File: src/rtl/dmem_ctx_arbiter.sv
// dmem_ctx_arbiter: shares the single-port data memory between single-word MEM-stage
// accesses and two-cycle context push/pop bursts from the interrupt/call unit.
module dmem_ctx_arbiter #(
    parameter int AW = 11,
    parameter int DW = 16
) (
    input  logic            Clk,
    input  logic            Rst,
    input  logic            pipe_req,
    input  logic            pipe_we,
    input  logic [AW-1:0]   pipe_addr,
    input  logic [DW-1:0]   pipe_wdata,
    output logic            pipe_gnt,
    output logic            pipe_stall,
    output logic [DW-1:0]   pipe_rdata,
    input  logic            ctx_req,
    input  logic            ctx_op,
    input  logic [AW-1:0]   ctx_sp,
    input  logic [2*DW-1:0] ctx_wdata,
    output logic [2*DW-1:0] ctx_rdata,
    output logic [AW-1:0]   ctx_sp_out,
    output logic            ctx_done,
    output logic            mem_we,
    output logic            mem_re,
    output logic [AW-1:0]   mem_addr,
    output logic [DW-1:0]   mem_wdata,
    input  logic [DW-1:0]   mem_rdata
);

    typedef enum logic [1:0] {IDLE, XFER1, XFER2, DONE} state_t;

    state_t          state, state_nxt;
    logic            op_q;
    logic [AW-1:0]   sp_q;
    logic [2*DW-1:0] wdata_q;

    always_ff @(posedge Clk) begin
        if (Rst) begin
            state      <= IDLE;
            op_q       <= 1'b0;
            sp_q       <= '0;
            wdata_q    <= '0;
            ctx_rdata  <= '0;
            ctx_sp_out <= '0;
            ctx_done   <= 1'b0;
        end else begin
            state    <= state_nxt;
            ctx_done <= (state == XFER2);
            if (state == IDLE && ctx_req) begin
                op_q    <= ctx_op;
                sp_q    <= ctx_sp;
                wdata_q <= ctx_wdata;
            end
            if (state == XFER1 && op_q)
                ctx_rdata[DW-1:0] <= mem_rdata;
            if (state == XFER2) begin
                if (op_q)
                    ctx_rdata[2*DW-1:DW] <= mem_rdata;
                ctx_sp_out <= op_q ? sp_q + AW'(2) : sp_q - AW'(2);
            end
        end
    end

    // Push stores hi at sp then lo at sp-1; pop reads lo at sp+1 then hi at sp+2,
    // so a pop directly after a push returns the same {hi, lo} word.
    always_comb begin
        state_nxt = state;
        pipe_gnt  = 1'b0;
        mem_we    = 1'b0;
        mem_re    = 1'b0;
        mem_addr  = '0;
        mem_wdata = '0;
        if (!Rst) begin
            case (state)
                IDLE: begin
                    pipe_gnt = pipe_req;
                    if (ctx_req)
                        state_nxt = XFER1;
                end
                XFER1: begin
                    state_nxt = XFER2;
                    mem_we    = ~op_q;
                    mem_re    = op_q;
                    mem_addr  = op_q ? sp_q + AW'(1) : sp_q;
                    mem_wdata = op_q ? '0 : wdata_q[2*DW-1:DW];
                end
                XFER2: begin
                    state_nxt = DONE;
                    mem_we    = ~op_q;
                    mem_re    = op_q;
                    mem_addr  = op_q ? sp_q + AW'(2) : sp_q - AW'(1);
                    mem_wdata = op_q ? '0 : wdata_q[DW-1:0];
                end
                DONE: begin
                    pipe_gnt  = pipe_req;
                    state_nxt = IDLE;
                end
                default: state_nxt = IDLE;
            endcase
            if (pipe_gnt) begin
                mem_we    = pipe_we;
                mem_re    = ~pipe_we;
                mem_addr  = pipe_addr;
                mem_wdata = pipe_wdata;
            end
        end
    end

    assign pipe_stall = pipe_req & ~pipe_gnt;
    assign pipe_rdata = mem_rdata;

endmodule

File: config.mk
export PLATFORM = sky130hd
export DESIGN_NAME = dmem_ctx_arbiter
export DESIGN_NICKNAME = d
export VERILOG_FILES = /design/src/rtl/dmem_ctx_arbiter.sv
export SDC_FILE = /design/constraint.sdc
export NUM_CORES = 1
export LEC_CHECK = 0
export BUFFER_PORTS_ARGS = -buffer_cell sky130_fd_sc_hd__buf_2
export CORE_MARGIN = 10
export CORE_UTILIZATION = 49
export DETAILED_ROUTE_END_ITERATION = 8
export PLACE_DENSITY_LB_ADDON = 0.3
export SLEW_MARGIN = 10
export SYNTH_ARGS = -nofsm -noshare
export SYNTH_HDL_FRONTEND = slang
export SYNTH_SLANG_ARGS = --single-unit
File: constraint.sdc
create_clock -name Clk -period 2.4 [get_ports Clk]
set_input_delay 0.36 -clock Clk [delete_from_list [all_inputs] [get_ports Clk]]
set_output_delay 0.36 -clock Clk [all_outputs]
set_load 0.01 [all_outputs]
==> flow_metrics.tcl <==
set metrics [dict create \
    status "finished, violations left" \
    failed_checks "negative setup slack" \
    cts.sinks 90 \
    yosysMostFrequentCell "nand2_1" \
    htreeDepth 3 \
    cp.arrival_ns 2.31 \
    vdd_ir_drop_max_v 0.000445 \
    fmax_mhz 375 \
    grt_pass1_wl_um 23800 \
    ff2ff_path_depth 6 \
    worstHoldStart "ctx_wdata[1]" \
    synthTopCellsByArea "dfxtp_1 (39%), nand2_1 (15%), a21oi_1 (8.9%)" \
    grt_max_degree 59 \
    post-route-drc-count 0 \
    rsz0062_at_grt "true" \
    fin_setup_tns_ns -0.704 \
    synthDominantCellAreaShare 0.393 \
    whs_path_depth 3 \
    drtAntennaViolNets 0 \
    port_buffers 182 \
    netlist_area_mm2 0.00459 \
    cts_tree "built" \
    fin_nets 889 \
    multiInputGateArea_mm2 0.00268 \
    gp_congestion 0.923 \
    required_ns 2.04 \
    relSlewSlack 0.590 \
    fill_cells 799 \
    cellLeakagePower_nw 2.64 \
    syn-num-nets 715 \
    placed_cell_area_mm2 0.00558 \
    critPathLaunchType "flip-flop" \
    register_area_mm2 0.00181 \
    ys_seq_elements 90 \
    fp.coreArea_mm2 0.00920 \
    syn_to_final_growth_pct 34.7 \
    swShare 0.402 \
    track_usage 0.216 \
    die_w_um 117 \
    rows 35 \
    switching_power_mw 2.22 \
    clkPwrFrac 0.186 \
    hold_violations 0 \
    synth-main-ff-cell "dfxtp_1" \
    drt_first_pass_iters 5 \
    intPower_mw 3.29 \
    synth_cells 614 \
    yosys.area.top_type "dfxtp_1" \
    yosysSeqAreaShare 0.393 \
    r2r_slack_ns 0.25 \
    power_frac_comb 0.477 \
    finalPower_mw 5.51 \
    worst_slack_ns -0.269 \
    vias 4917 \
    avgViaCountPerCell 5.44 \
    synth.distinct_cells 51 \
    drt_iter0_markers 324 \
    finalSetupViolCount 5 \
    power_frac_seq 0.336 \
    grt_pass1_vias 4815 \
    synth-edff-count 0 \
    holdWs_ns 0.224 \
    wl_per_cell_um 17.1 \
    worstHoldPathType "primary input to flip-flop" \
    insertion_delay_ns 0.37 \
    cts_buffers 9 \
    async_flop_share 0 \
    r2r-end "ctx_sp_out[10]$_SDFFE_PP0P_" \
    cts.reportedPaths.clkPinSlew_ns 0.10 \
    hold_end "wdata_q[1]$_SDFFE_PP0P_" \
    drv_slew 0 \
    worst-path-max-fanout 3 \
    finish.utilization 0.672 \
    synth_commonest_cells "nand2_1 (185), dfxtp_1 (90), a21oi_1 (82)" \
    antenna_found_initial 0 \
    power.density_mw_per_mm2 892 \
    finalCriticalPeriod_ns 2.67 \
    postCtsHoldBufs 0 \
    criticalPathCategory "flip-flop to output port" \
    maxCapViolCount 0 \
    routed_wirelength_um 15400 \
    die_h_um 117 \
    ys_warn_count 0 \
    die-area_mm2 0.0136 \
    cts-root-buf "clkbuf_8" \
    ctsLongestPathBuffers 2 \
    tightest_slew_ns 0.613 \
    diodes 0 \
    drive_gt1_frac 0.362 \
    pin_count 183 \
    final.setup_skew_ns 0.00988 \
    cp-end-kind "output port" \
    r2r-start "sp_q[3]$_SDFFE_PP0P_" \
    dp.final_hpwl_um 11100 \
    avgSynthCellArea_um2 7.47 \
    gr-total-overflow 0 \
    fin_area_mm2 0.00618 \
    post-route-period-util 1.11 \
    start_util 0.499 \
]
[registers in the layout, indices dropped and copies added (netlist names)]
register    cells
ctx_done        1
wdata_q        32
op_q            1
ctx_sp_out     11
ctx_rdata      32
sp_q           11
state           2
[how the worst max path moves through the flow]
stage	endpoint	depth (start not counted)	slack [ns]	startpoint
3_3_place_gp	mem_addr[9]	6	0.09	sp_q[3]$_SDFFE_PP0P_
2_1_floorplan	mem_addr[9]	6	0.15	sp_q[5]$_SDFFE_PP0P_
4_1_cts	mem_addr[9]	6	-0.27	sp_q[3]$_SDFFE_PP0P_
5_1_grt	mem_addr[9]	6	-0.37	sp_q[3]$_SDFFE_PP0P_
6_report	mem_addr[9]	6	-0.27	sp_q[3]$_SDFFE_PP0P_
3_5_place_dp	mem_addr[9]	6	0.09	sp_q[3]$_SDFFE_PP0P_
[repair_timing]
action | 4_1_cts | 5_1_grt
setup buffers | 9 | 5
setup endpoints to repair | 26 | 26
cloned | 3 | 0
gates resized for setup | 45 | 35
pin swaps | 7 | 11
[power by group through the flow]
stage | combinational [mW] | sequential, mW | clock, mW
after global routing | 2.86 | 1.88 | 1.11
after global placement | 2.15 | 1.86 | 0
final | 2.63 | 1.85 | 1.03
after detailed placement | 2.18 | 1.87 | 0
after floorplan | 1.42 | 1.85 | 0
after CTS | 2.49 | 1.85 | 1.05
[layout by cell type (no fill, tap or decap), types with 5 or more instances in the layout]
cell type,Yosys,routed
nand2_1,185,182
buf_2,1,181
dfxtp_1,90,84
a21oi_1,82,82
buf_4,16,36
nor2_1,23,22
a22oi_1,16,16
xnor2_1,13,12
mux2i_1,11,11
o21ai_0,21,11
clkbuf_8,0,9
o21ai_1,0,8
xor2_1,7,7
ha_4,0,7
buf_6,1,7
nor3_1,6,6
nand3_1,6,5
nor3b_1,5,5
nand4_1,5,5
nor2b_1,7,5
[worst max-delay path: stages, from the launching register on]
cell	delay [ns]
dfxtp_1	0.33
or4_4	0.53
or3_4	0.38
o32ai_4	0.11
xor2_1	0.10
a221o_1	0.35
buf_2	0.14
[per-stage QoR]
stage | std cells | setup slack, ns
after floorplan | 614 | 0.152
after global placement | 874 | 0.0916
after detailed placement | 874 | 0.0885
after CTS | 902 | -0.272
after global routing | 904 | -0.371
final | 904 | -0.269
[per-layer routing]
metal  part of all wire  wire length, um  GRT usage  vias to the layer above
li1                   -                -          -                     2412
met1               0.41             6370      0.259                     2313
met2               0.49             7560      0.361                      183
met3              0.092             1420     0.0760                        9
met4             0.0060               93     0.0535                        0
met5                  0                0          0                        -
[logic make-up after synthesis]
logic type | Yosys count | synth area share
simple gates | 262 | 0.247
compound gates | 150 | 0.200
mux | 11 | 0.0240
fa+ha+maj | 9 | 0.0246
buf+inv | 72 | 0.0739
flops | 90 | 0.393
xor+xnor | 20 | 0.0382
[area by class of cell]
type,count,area share
Tap cell,111,0.0225
Multi-Input combinational cell,452,0.433
Sequential cell,90,0.294
Clock inverter,7,0.0115
Timing Repair Buffer,227,0.212
Inverter,8,0.00689
Clock buffer,9,0.0201
Note: power is estimated with default switching activity, not from simulation.
